**src/rtl/energy_sample_aggregator.sv**
```systemverilog
// Multi-channel windowed mean/peak aggregator with threshold alarm and a
// global saturating energy accumulator; one result register with valid/ready.
module energy_sample_aggregator #(
   parameter int DATA_W   = 8,
   parameter int NUM_CH   = 4,
   parameter int AVG_LOG2 = 3,
   parameter int ENERGY_W = 32
) (
   input  logic                       clk,
   input  logic                       rst,
   input  logic [DATA_W-1:0]          sample_in,
   input  logic [$clog2(NUM_CH)-1:0]  sample_ch,
   input  logic                       sample_valid,
   output logic                       sample_ready,
   input  logic                       mode,
   input  logic [DATA_W-1:0]          threshold,
   output logic [DATA_W-1:0]          out_data,
   output logic [$clog2(NUM_CH)-1:0]  out_ch,
   output logic                       out_alarm,
   output logic                       out_valid,
   input  logic                       out_ready,
   input  logic                       clear_energy,
   output logic [ENERGY_W-1:0]        energy_total,
   output logic                       energy_sat,
   output logic                       ch_err
);

   localparam int CH_W  = $clog2(NUM_CH);
   localparam int SUM_W = DATA_W + AVG_LOG2;
   localparam logic [CH_W:0] NUM_CH_L = (CH_W+1)'(NUM_CH);

   typedef enum logic {S_EMPTY, S_FULL} out_state_t;

   out_state_t            r_state, w_state_nxt;
   logic [SUM_W-1:0]      r_sum [NUM_CH];
   logic [DATA_W-1:0]     r_max [NUM_CH];
   logic [AVG_LOG2-1:0]   r_cnt [NUM_CH];
   logic [NUM_CH-1:0]     r_mode;
   logic [DATA_W-1:0]     r_out_data;
   logic [CH_W-1:0]       r_out_ch;
   logic                  r_out_alarm;
   logic [ENERGY_W-1:0]   r_energy;
   logic                  r_sat;
   logic                  r_err;

   logic                  w_ready, w_accept, w_tag_ok, w_first, w_last;
   logic [CH_W-1:0]       w_idx;
   logic [SUM_W-1:0]      w_sum_nxt;
   logic [DATA_W-1:0]     w_max_nxt, w_result;
   logic [ENERGY_W:0]     w_e_sum;

   assign w_ready  = !rst && !(r_state == S_FULL && !out_ready);
   assign w_accept = sample_valid && w_ready;
   assign w_tag_ok = {1'b0, sample_ch} < NUM_CH_L;

   // Out-of-range tags are steered to channel 0 for reads only; they never write channel state.
   always_comb begin
      w_idx     = w_tag_ok ? sample_ch : '0;
      w_first   = (r_cnt[w_idx] == '0);
      w_sum_nxt = r_sum[w_idx] + SUM_W'(sample_in);
      w_max_nxt = (sample_in > r_max[w_idx]) ? sample_in : r_max[w_idx];
      w_last    = w_accept && w_tag_ok && (r_cnt[w_idx] == '1);
      w_result  = r_mode[w_idx] ? w_max_nxt : w_sum_nxt[SUM_W-1:AVG_LOG2];
      w_e_sum   = {1'b0, r_energy} + (ENERGY_W+1)'(sample_in);
   end

   always_comb begin
      w_state_nxt = r_state;
      case (r_state)
         S_EMPTY: if (w_last) w_state_nxt = S_FULL;
         S_FULL: begin
            if (w_last)         w_state_nxt = S_FULL;
            else if (out_ready) w_state_nxt = S_EMPTY;
         end
         default: w_state_nxt = S_EMPTY;
      endcase
   end

   always_ff @(posedge clk) begin
      if (rst) begin
         for (int unsigned i = 0; i < NUM_CH; i++) begin
            r_sum[i] <= '0;
            r_max[i] <= '0;
            r_cnt[i] <= '0;
         end
         r_mode      <= '0;
         r_state     <= S_EMPTY;
         r_out_data  <= '0;
         r_out_ch    <= '0;
         r_out_alarm <= 1'b0;
         r_energy    <= '0;
         r_sat       <= 1'b0;
         r_err       <= 1'b0;
      end else begin
         r_state <= w_state_nxt;
         if (w_accept && w_tag_ok) begin
            r_cnt[w_idx] <= r_cnt[w_idx] + 1'b1;
            if (w_first) begin
               r_mode[w_idx] <= mode;
               r_sum[w_idx]  <= SUM_W'(sample_in);
               r_max[w_idx]  <= sample_in;
            end else begin
               r_sum[w_idx]  <= w_sum_nxt;
               r_max[w_idx]  <= w_max_nxt;
            end
         end
         if (w_accept && !w_tag_ok) r_err <= 1'b1;
         if (w_last) begin
            r_out_data  <= w_result;
            r_out_ch    <= sample_ch;
            r_out_alarm <= (w_result > threshold);
         end
         // Clear wins over a same-edge accept: that sample is not counted.
         if (clear_energy) begin
            r_energy <= '0;
            r_sat    <= 1'b0;
         end else if (w_accept) begin
            if (w_e_sum[ENERGY_W]) begin
               r_energy <= '1;
               r_sat    <= 1'b1;
            end else begin
               r_energy <= w_e_sum[ENERGY_W-1:0];
            end
         end
      end
   end

   assign sample_ready = w_ready;
   assign out_valid    = (r_state == S_FULL);
   assign out_data     = r_out_data;
   assign out_ch       = r_out_ch;
   assign out_alarm    = r_out_alarm;
   assign energy_total = r_energy;
   assign energy_sat   = r_sat;
   assign ch_err       = r_err;

endmodule

```
**config.mk**
```make
export PLATFORM = sky130hd
export DESIGN_NAME = energy_sample_aggregator
export DESIGN_NICKNAME = d
export VERILOG_FILES = /design/src/rtl/energy_sample_aggregator.sv
export SDC_FILE = /design/constraint.sdc
export NUM_CORES = 1
export LEC_CHECK = 0
export CORE_MARGIN = 2
export CORE_UTILIZATION = 55
export CTS_CLUSTER_SIZE = 30
export DETAILED_ROUTE_END_ITERATION = 10
export PLACE_DENSITY = 0.77
export SETUP_SLACK_MARGIN = 0.15
export SLEW_MARGIN = 20
export SYNTH_ARGS = -nofsm -noshare
export SYNTH_HDL_FRONTEND = slang
export SYNTH_SLANG_ARGS = --single-unit
```
**constraint.sdc**
```tcl
create_clock -name clk -period 6.9 [get_ports clk]
set_clock_uncertainty 0.15 [all_clocks]
set_input_delay 1.035 -clock clk [delete_from_list [all_inputs] [get_ports clk]]
set_output_delay 1.035 -clock clk [all_outputs]
set_load 0.03 [all_outputs]
```
==> summary.md, run 1 <==
| Metric | Value |
|---|---|
| Status | `completed` |
| Syn Inst Count | `713` |
| Share of async-settable or async-resettable flops after synthesis | `0%` |
| P_sw | `0.580 mW` |
| Synthesized cell area | `7460 sq um` |
| Boundary pin count | `71` |
| Final setup viols | `0` |
| Initial DRC count | `491` |
| Yosys warns | `0` |
| Least-Margin Pin Slew | `1.06 ns` |
| Share of layout cells above drive strength 1 | `11.0%` |
| Syn_area_per_cell | `10.5 sq um` |
| Post-DP HPWL | `12,900 um` |
| Maximum vdd ir drop | `0.205 mV` |
| Max-Cap Viols | `0` |
| Lkg Pwr | `3.57 nW` |
| Seq pwr share | `39.5%` |
| Placer Congestion | `0.906` |
| Hold-fix buffers, CTS | `0` |
| Worst-case clock buffer depth | `2` |
| Commonest non-fill, non-tap cells in the layout | `nor2_1, edfxtp_1, clkdlybuf4s50_1, nand2_1, dfxtp_1` |
| Layout area overhead | `20.3%` |
| Post-synth cell types | `68` |
| #FFs+latches synth | `137` |
| Gr ovfl total | `0` |
| CTS buffer count | `17` |
| Largest net degree at the start of global routing | `29` |
| Post-CTS Setup Bufs | `0` |
| RSZ-0062 raised after global routing | `no` |
| Initial antenna violation count | `0` |
| Clk Latency, worst-skew pair | `0.43 ns` |
| Worst Path Arrival | `5.57 ns` |
| Nets | `837` |
| CTS Root Cell | `clkbuf_16` |
| Hold slack | `0.304 ns` |
| Crit-path max cell delay | `0.88 ns` |
| Drt pass-1 iters | `5` |
| Final min period | `5.41 ns` |
| Min-delay worst type | `register to register` |
| Routed WL | `18,700 um` |
| Number of synthesized flops with an enable pin | `88` |
| Final period util | `78.4%` |
| Port buffer count | `69` |
| Gates resized, CTS repair | `0` |
| Clk pwr share | `45.4%` |
| Via/cell ratio | `5.99` |
| Relative slew slack | `29.5%` |
| Hold Vio Cnt, Final | `0` |
| Setup crit end kind | `register` |
| Die X | `120 um` |
| Comb power frac | `15.2%` |
| Die ar. | `14,500 sq um` |
| TritonCTS clock tree | `yes` |
| Most common cell after layout, fill and taps aside | `nor2_1` |
| H-Tree Depth | `4` |
| Net Sw Frac | `24.8%` |
| Die Ht | `120 um` |
| Slew Limit Fails | `0` |
| CP Cell Sequence | `clkdlybuf4s50_1 -> buf_4 -> mux4_2 -> inv_1 -> ha_1 -> nor2b_1 -> o21ai_0 -> nor4bb_1 -> nor2_1 -> nand2_1 -> a31oi_1 -> ha_1 -> nor2b_1 -> o21a_1 -> o21ai_0 -> nand2b_1 -> a21oi_1 -> a21o_1 -> a21oi_1` |
| Worst R2R Path Depth | `17` |
| Slowest-stage cell, CP | `clkdlybuf4s50_1` |
| FP Rows | `42` |
| Clock net sink count | `137` |
| DR WL/cell | `19.3 um` |
| Reg2reg start | `r_max[3][1]` |
| Crit path capture | `out_alarm` |
| Final setup TNS | `0 ns` |
| Clk pin slew, worst setup/hold paths | `0.06 ns` |
| Vias | `5,784` |
| Diode count | `0` |
| CP Max Fanout | `13` |
| Fmax | `0.185 GHz` |
| CP Class | `input pin to register` |
| GRT Total Usage | `27.0%` |
| Initial Util | `56.3%` |
| Vias in the first global route | `5,684` |
| Internal power | `1.76 mW` |
| Core area | `13,200 sq um` |
| Sequential share of the synthesized area | `48.6%` |
| Reg2Reg Setup Slack | `2.73 ns` |
| Req. time, crit path | `7.06 ns` |
| Post-Syn Nets | `774` |
| Ys flop type | `edfxtp_1` |
| DRC | `0` |
| Startpoint Class | `input pin` |
| PwrDens | `261 nW/um^2` |
| Antenna violation net count after detailed routing | `0` |
| Crit path from | `sample_ch[1]` |
| First-pass GRT wire length | `29,600 um` |
| Reg-to-Reg End | `out_alarm` |
per-layer routing:
| metal | vias up | global-route usage [%] | part of all wire [%] |
|---|---|---|---|
| met4 | 0 | 8.65 | 1.8 |
| li1 | 2684 | - | - |
| met5 | - | 0 | 0 |
| met1 | 2801 | 34.8 | 41 |
| met3 | 33 | 6.65 | 7.9 |
| met2 | 266 | 44.9 | 50 |
power by group through the flow:
stage          sequential (mW)  combinational [mW]  clock [mW]
6_report                 0.923               0.355        1.06
5_1_grt                  0.926               0.388        1.10
4_1_cts                  0.923               0.349        1.06
3_5_place_dp             0.940               0.346           0
3_3_place_gp             0.937               0.334           0
2_1_floorplan            0.939               0.242           0
metrics by stage:
stage / instances / total power [mW] / utilization, % / worst slack [ns] / instance area [sq um]
2_1_floorplan: 713 / 1.18 / - / 1.78 / 7460
3_3_place_gp: 932 / 1.27 / 62.4 / 1.37 / 8270
3_5_place_dp: 932 / 1.29 / 62.4 / 1.13 / 8270
4_1_cts: 964 / 2.34 / 67.6 / 1.59 / 8950
5_1_grt: 965 / 2.41 / 67.7 / 1.21 / 8970
6_report: 965 / 2.34 / 67.7 / 1.49 / 8970
logic make-up after synthesis:
group / after synthesis / synth area share [%]
AND/OR/NAND/NOR: 235 / 15.1
multiplexers: 40 / 9.18
other: 1 / 0.0503
AO/OA/AOI/OAI: 148 / 12.4
flip-flops: 137 / 48.6
XOR/XNOR: 30 / 3.52
buffers and inverters: 85 / 4.78
adder cells (fa/ha/maj): 37 / 6.41
state kept, by name, summed over array words and instances (netlist names):
name          flops
out_alarm         1
r_cnt            12
r_mode            4
out_valid         1
r_max            32
out_data          8
energy_total     32
energy_sat        1
out_ch            2
r_sum            44
cells in the mapped netlist (3+ instances only):
library cell   n  share of area (%)
inv_1         48                2.4
nor2_1        89                4.5
mux2i_1       11                1.5
mux4_2        22                6.6
nor3b_1        3               0.30
ha_1          35                5.9
buf_1          4               0.20
nand3_1       10               0.67
edfxtp_1      88                 35
nor2b_1        9               0.76
nand2b_1      10               0.84
and4_2         3               0.40
or3_1          6               0.50
mux2_2         6               0.91
o21ai_0       44                3.0
a211oi_1       6               0.60
o2111ai_1      3               0.35
o31ai_1        3               0.30
nor3_1         6               0.40
nand2_1       66                3.3
a22oi_1        3               0.30
xor2_1        16                1.9
a31oi_1        6               0.50
a21o_1        12                1.2
or2_2          3               0.25
dfxtp_1       49                 13
clkbuf_1      19               0.96
o21a_1         5               0.50
buf_2         10               0.67
and3_1         6               0.50
o211ai_1       8               0.81
xnor2_1       14                1.6
a21oi_1       41                2.8
and2_1         6               0.50
nand4_1        6               0.50
worst max-delay path, delay by kind of cell:
family | cells | cell delay [ns]
mux | 1 | 0.32
simple gates | 6 | 1.35
fa+ha+maj | 2 | 0.55
buf+inv | 3 | 1.29
compound gates | 7 | 1.02
final cells by class:
class | instances | area (sq um)
Timing Repair Buffer | 81 | 783
Tap cell | 176 | 220
Inverter | 48 | 180
Multi-Input combinational cell | 491 | 3480
Clock buffer | 18 | 429
Sequential cell | 137 | 3620
Fill cell | 984 | 4270
Clock inverter | 14 | 251
worst min-delay path by stage:
stage	start	endpoint	slack, ns	depth (start not counted)
2_1_floorplan	r_mode[0]	r_mode[0]	0.30	2
3_3_place_gp	out_ch[1]	out_ch[1]	0.29	2
3_5_place_dp	out_ch[0]	out_ch[0]	0.30	2
4_1_cts	out_data[2]	out_data[2]	0.31	2
5_1_grt	out_data[2]	out_data[2]	0.33	2
6_report	out_data[2]	out_data[2]	0.30	2
(Power assumes the default switching activity.)
==> run 2: changes to the inputs <==
Settings changed: CORE_UTILIZATION 55 to 52, PLACE_DENSITY 0.77 to 0.76.
Clock period 6.9 ns to 4.8 ns, I/O delays scaled along.
==> run 2 against run 1 <==
Effect of this change:
- routed wire length up 3.9%
- critical path type unchanged
- clock-buffer cell count increased by 3
- final cell count up 2.2%
- clock power up 30%
- sequential share of layout area shrank 0.49 points
- register-to-register slack got worse by 1.9 ns
- critical path depth stayed put
- critical endpoint unchanged
==> summary.md, run 2 (synthesis results as in run 1) <==
| Metric | Value |
|---|---|
| Max reg flops | `44 (unchanged)` |
| Seq pwr share | `40.8% (was 39.5%)` |
| TritonCTS clock tree | `yes (unchanged)` |
| Max-Cap Viols | `0 (unchanged)` |
| # fillers | `1,071 (was 984)` |
| Family with the most delay on the worst path | `compound AO/OA/AOI/OAI gates (was simple AND/OR/NAND/NOR gates)` |
| Worst R2R Path Depth | `15 (was 17)` |
| Drt pass-1 iters | `5 (unchanged)` |
| Maximum vdd ir drop | `0.273 mV (was 0.205 mV)` |
| Layout area overhead | `21.8% (was 20.3%)` |
| Reg2reg start | `r_sum[3][2] (was r_max[3][1])` |
| Hold-fix buffers, CTS | `0 (unchanged)` |
| RSZ-0062 raised after global routing | `no (unchanged)` |
| H-Tree Depth | `4 (unchanged)` |
| Nets | `854 (was 837)` |
| Worst-case clock buffer depth | `2 (unchanged)` |
| Final min period | `4.41 ns` |
| Crit path from | `sample_ch[1] (unchanged)` |
| Initial Util | `53.5% (was 56.3%)` |
| Comb power frac | `16.6% (was 15.2%)` |
| Post-CTS Setup Bufs | `0 (unchanged)` |
| Setup crit end kind | `register (unchanged)` |
| Clk Latency, worst-skew pair | `0.43 ns (about the same)` |
| Port buffer count | `69 (unchanged)` |
| Share of layout cells above drive strength 1 | `13.2% (was 11.0%)` |
| Initial antenna violation count | `0 (unchanged)` |
| Die Ht | `124 um (was 120 um)` |
| Relative slew slack | `41.8% (was 29.5%)` |
| CP Class | `input pin to register (unchanged)` |
| CP Max Fanout | `22 (was 13)` |
| Worst Path Arrival | `4.55 ns (was 5.57 ns)` |
| Boundary pin count | `71 (unchanged)` |
| CP Cell Sequence | `clkdlybuf4s50_1 -> buf_12 -> mux4_2 -> ha_1 -> inv_1 -> fa_1 -> nor2b_1 -> o31ai_1 -> a21boi_0 -> nor2_1 -> a31oi_1 -> ha_1 -> nor2b_1 -> o21a_1 -> o21ai_0 -> nand2b_1 -> a21oi_1 -> a21o_1 -> a21oi_1 (was clkdlybuf4s50_1 -> buf_4 -> mux4_2 -> inv_1 -> ha_1 -> nor2b_1 -> o21ai_0 -> nor4bb_1 -> nor2_1 -> nand2_1 -> a31oi_1 -> ha_1 -> nor2b_1 -> o21a_1 -> o21ai_0 -> nand2b_1 -> a21oi_1 -> a21o_1 -> a21oi_1)` |
| Final period util | `91.9%` |
| Die ar. | `15,300 sq um (was 14,500 sq um)` |
| Startpoint Class | `input pin (unchanged)` |
| Vias | `5,904 (was 5,784)` |
| Gr ovfl total | `0 (unchanged)` |
| Clk pwr share | `42.5% (was 45.4%)` |
| First-pass GRT wire length | `30,200 um (was 29,600 um)` |
| Min-delay src | `out_data[6] (was out_data[2])` |
| Crit-path max cell delay | `0.50 ns (was 0.88 ns)` |
| Status | `completed (unchanged)` |
| Stages on the worst setup path | `19 (unchanged)` |
| CTS buffer count | `17 (unchanged)` |
| Commonest non-fill, non-tap cells in the layout | `nor2_1, edfxtp_1, clkdlybuf4s50_1, nand2_1, dfxtp_1 (unchanged)` |
| Fmax | `0.227 GHz` |
| Via/cell ratio | `5.99 (about the same)` |
| Min-delay worst type | `register to register (unchanged)` |
| Crit path capture | `out_alarm (unchanged)` |
| Most common cell after layout, fill and taps aside | `nor2_1 (unchanged)` |
| Lkg Pwr | `3.62 nW (was 3.57 nW)` |
| Diode count | `0 (unchanged)` |
| P_sw | `0.837 mW (was 0.580 mW)` |
| DR WL/cell | `19.7 um (was 19.3 um)` |
| Die X | `124 um (was 120 um)` |
| Initial DRC count | `640 (was 491)` |
| Gates resized, CTS repair | `0 (unchanged)` |
| Largest net degree at the start of global routing | `28 (was 29)` |
| Top reg by flops | `r_sum (unchanged)` |
| Final setup TNS | `0 ns (unchanged)` |
| Slowest-stage cell, CP | `clkdlybuf4s50_1 (unchanged)` |
| Routed WL | `19,400 um (was 18,700 um)` |
| FP Rows | `43 (was 42)` |
| DRC | `0 (unchanged)` |
| Hold Vio Cnt, Final | `0 (unchanged)` |
| Least-Margin Pin Slew | `0.872 ns (was 1.06 ns)` |
| Antenna violation net count after detailed routing | `0 (unchanged)` |
| CTS Root Cell | `clkbuf_16 (unchanged)` |
| Net Sw Frac | `25.8% (was 24.8%)` |
| Req. time, crit path | `4.94 ns (was 7.06 ns)` |
| Core area | `13,900 sq um (was 13,200 sq um)` |
| Clk pin slew, worst setup/hold paths | `0.06 ns (about the same)` |
| Reg2Reg Setup Slack | `0.86 ns (was 2.73 ns)` |
| Reg-to-Reg End | `out_alarm (unchanged)` |
| Final setup viols | `0 (unchanged)` |
| Slew Limit Fails | `0 (unchanged)` |
| Vias in the first global route | `5,615 (was 5,684)` |
| Internal power | `2.41 mW (was 1.76 mW)` |
| Clock net sink count | `137 (unchanged)` |
| Post-DP HPWL | `13,700 um (was 12,900 um)` |
| Hold slack | `0.312 ns (was 0.304 ns)` |
| CP bufs+invs | `3 (unchanged)` |
| PwrDens | `358 nW/um^2 (was 261 nW/um^2)` |
| Placer Congestion | `0.949 (was 0.906)` |
| GRT Total Usage | `26.5% (was 27.0%)` |
-- run 2: cell count changes in the layout (fill, tap and decap cells not counted), moves of 2 or more --
cell / change
clkbuf_1: +2
bufinv_16: -3
buf_12: +3
buf_4: +15
clkinvlp_4: +3
clkinv_1: -3
-- run 2: routing by layer --
| layer | up-vias | wire length (um) | share of wire (%) | GRT usage [%] |
|---|---|---|---|---|
| met1 | 2859 | 8280 | 43 | 35.6 |
| li1 | 2721 | - | - | - |
| met4 | 0 | 365 | 1.9 | 9.16 |
| met2 | 288 | 9280 | 48 | 43.1 |
| met3 | 36 | 1460 | 7.6 | 5.36 |
| met5 | - | 0 | 0 | 0 |
-- run 2: per-stage QoR --
| stage | util, % | worst slack, ns | cells | total power, mW | instance area (sq um) |
|---|---|---|---|---|---|
| 2_1_floorplan | - | 0.159 | 713 | 1.70 | 7460 |
| 3_3_place_gp | 60.6 | 0.197 | 954 | 1.86 | 8450 |
| 3_5_place_dp | 60.6 | 0.0553 | 954 | 1.88 | 8450 |
| 4_1_cts | 65.1 | 0.469 | 986 | 3.25 | 9070 |
| 5_1_grt | 65.2 | 0.155 | 986 | 3.36 | 9080 |
| 6_report | 65.2 | 0.390 | 986 | 3.25 | 9080 |
-- run 2: layout make-up --
type / count / area, sq um / area share (%)
Clock buffer: 21 / 450 / 4.96
Clock inverter: 11 / 173 / 1.90
Inverter: 48 / 180 / 1.98
Multi-Input combinational cell: 491 / 3490 / 38.4
Sequential cell: 137 / 3620 / 39.9
Tap cell: 180 / 225 / 2.48
Timing Repair Buffer: 98 / 941 / 10.4
-- run 2: worst min-delay path by stage --
stage,endpoint,slack [ns],cells after the start
finish,out_data[6],0.31,2
detailed placement,out_data[2],0.30,2
floorplan,r_mode[0],0.30,2
global placement,out_data[2],0.30,2
global route,out_data[2],0.34,2
CTS,out_data[2],0.31,2
-- run 2: worst register-to-register path, delay by kind of cell, from the launching register on --
kind | cells | cell delay, ns
mux | 1 | 0.50
flops | 1 | 0.40
fa+ha+maj | 2 | 0.69
simple gates | 4 | 0.48
compound gates | 8 | 1.58
-- run 2: power groups by stage --
stage	clock network [mW]	logic (mW)	registers, mW
2_1_floorplan	0	0.349	1.35
3_3_place_gp	0	0.510	1.35
3_5_place_dp	0	0.527	1.35
4_1_cts	1.39	0.532	1.33
5_1_grt	1.44	0.586	1.33
6_report	1.38	0.541	1.33
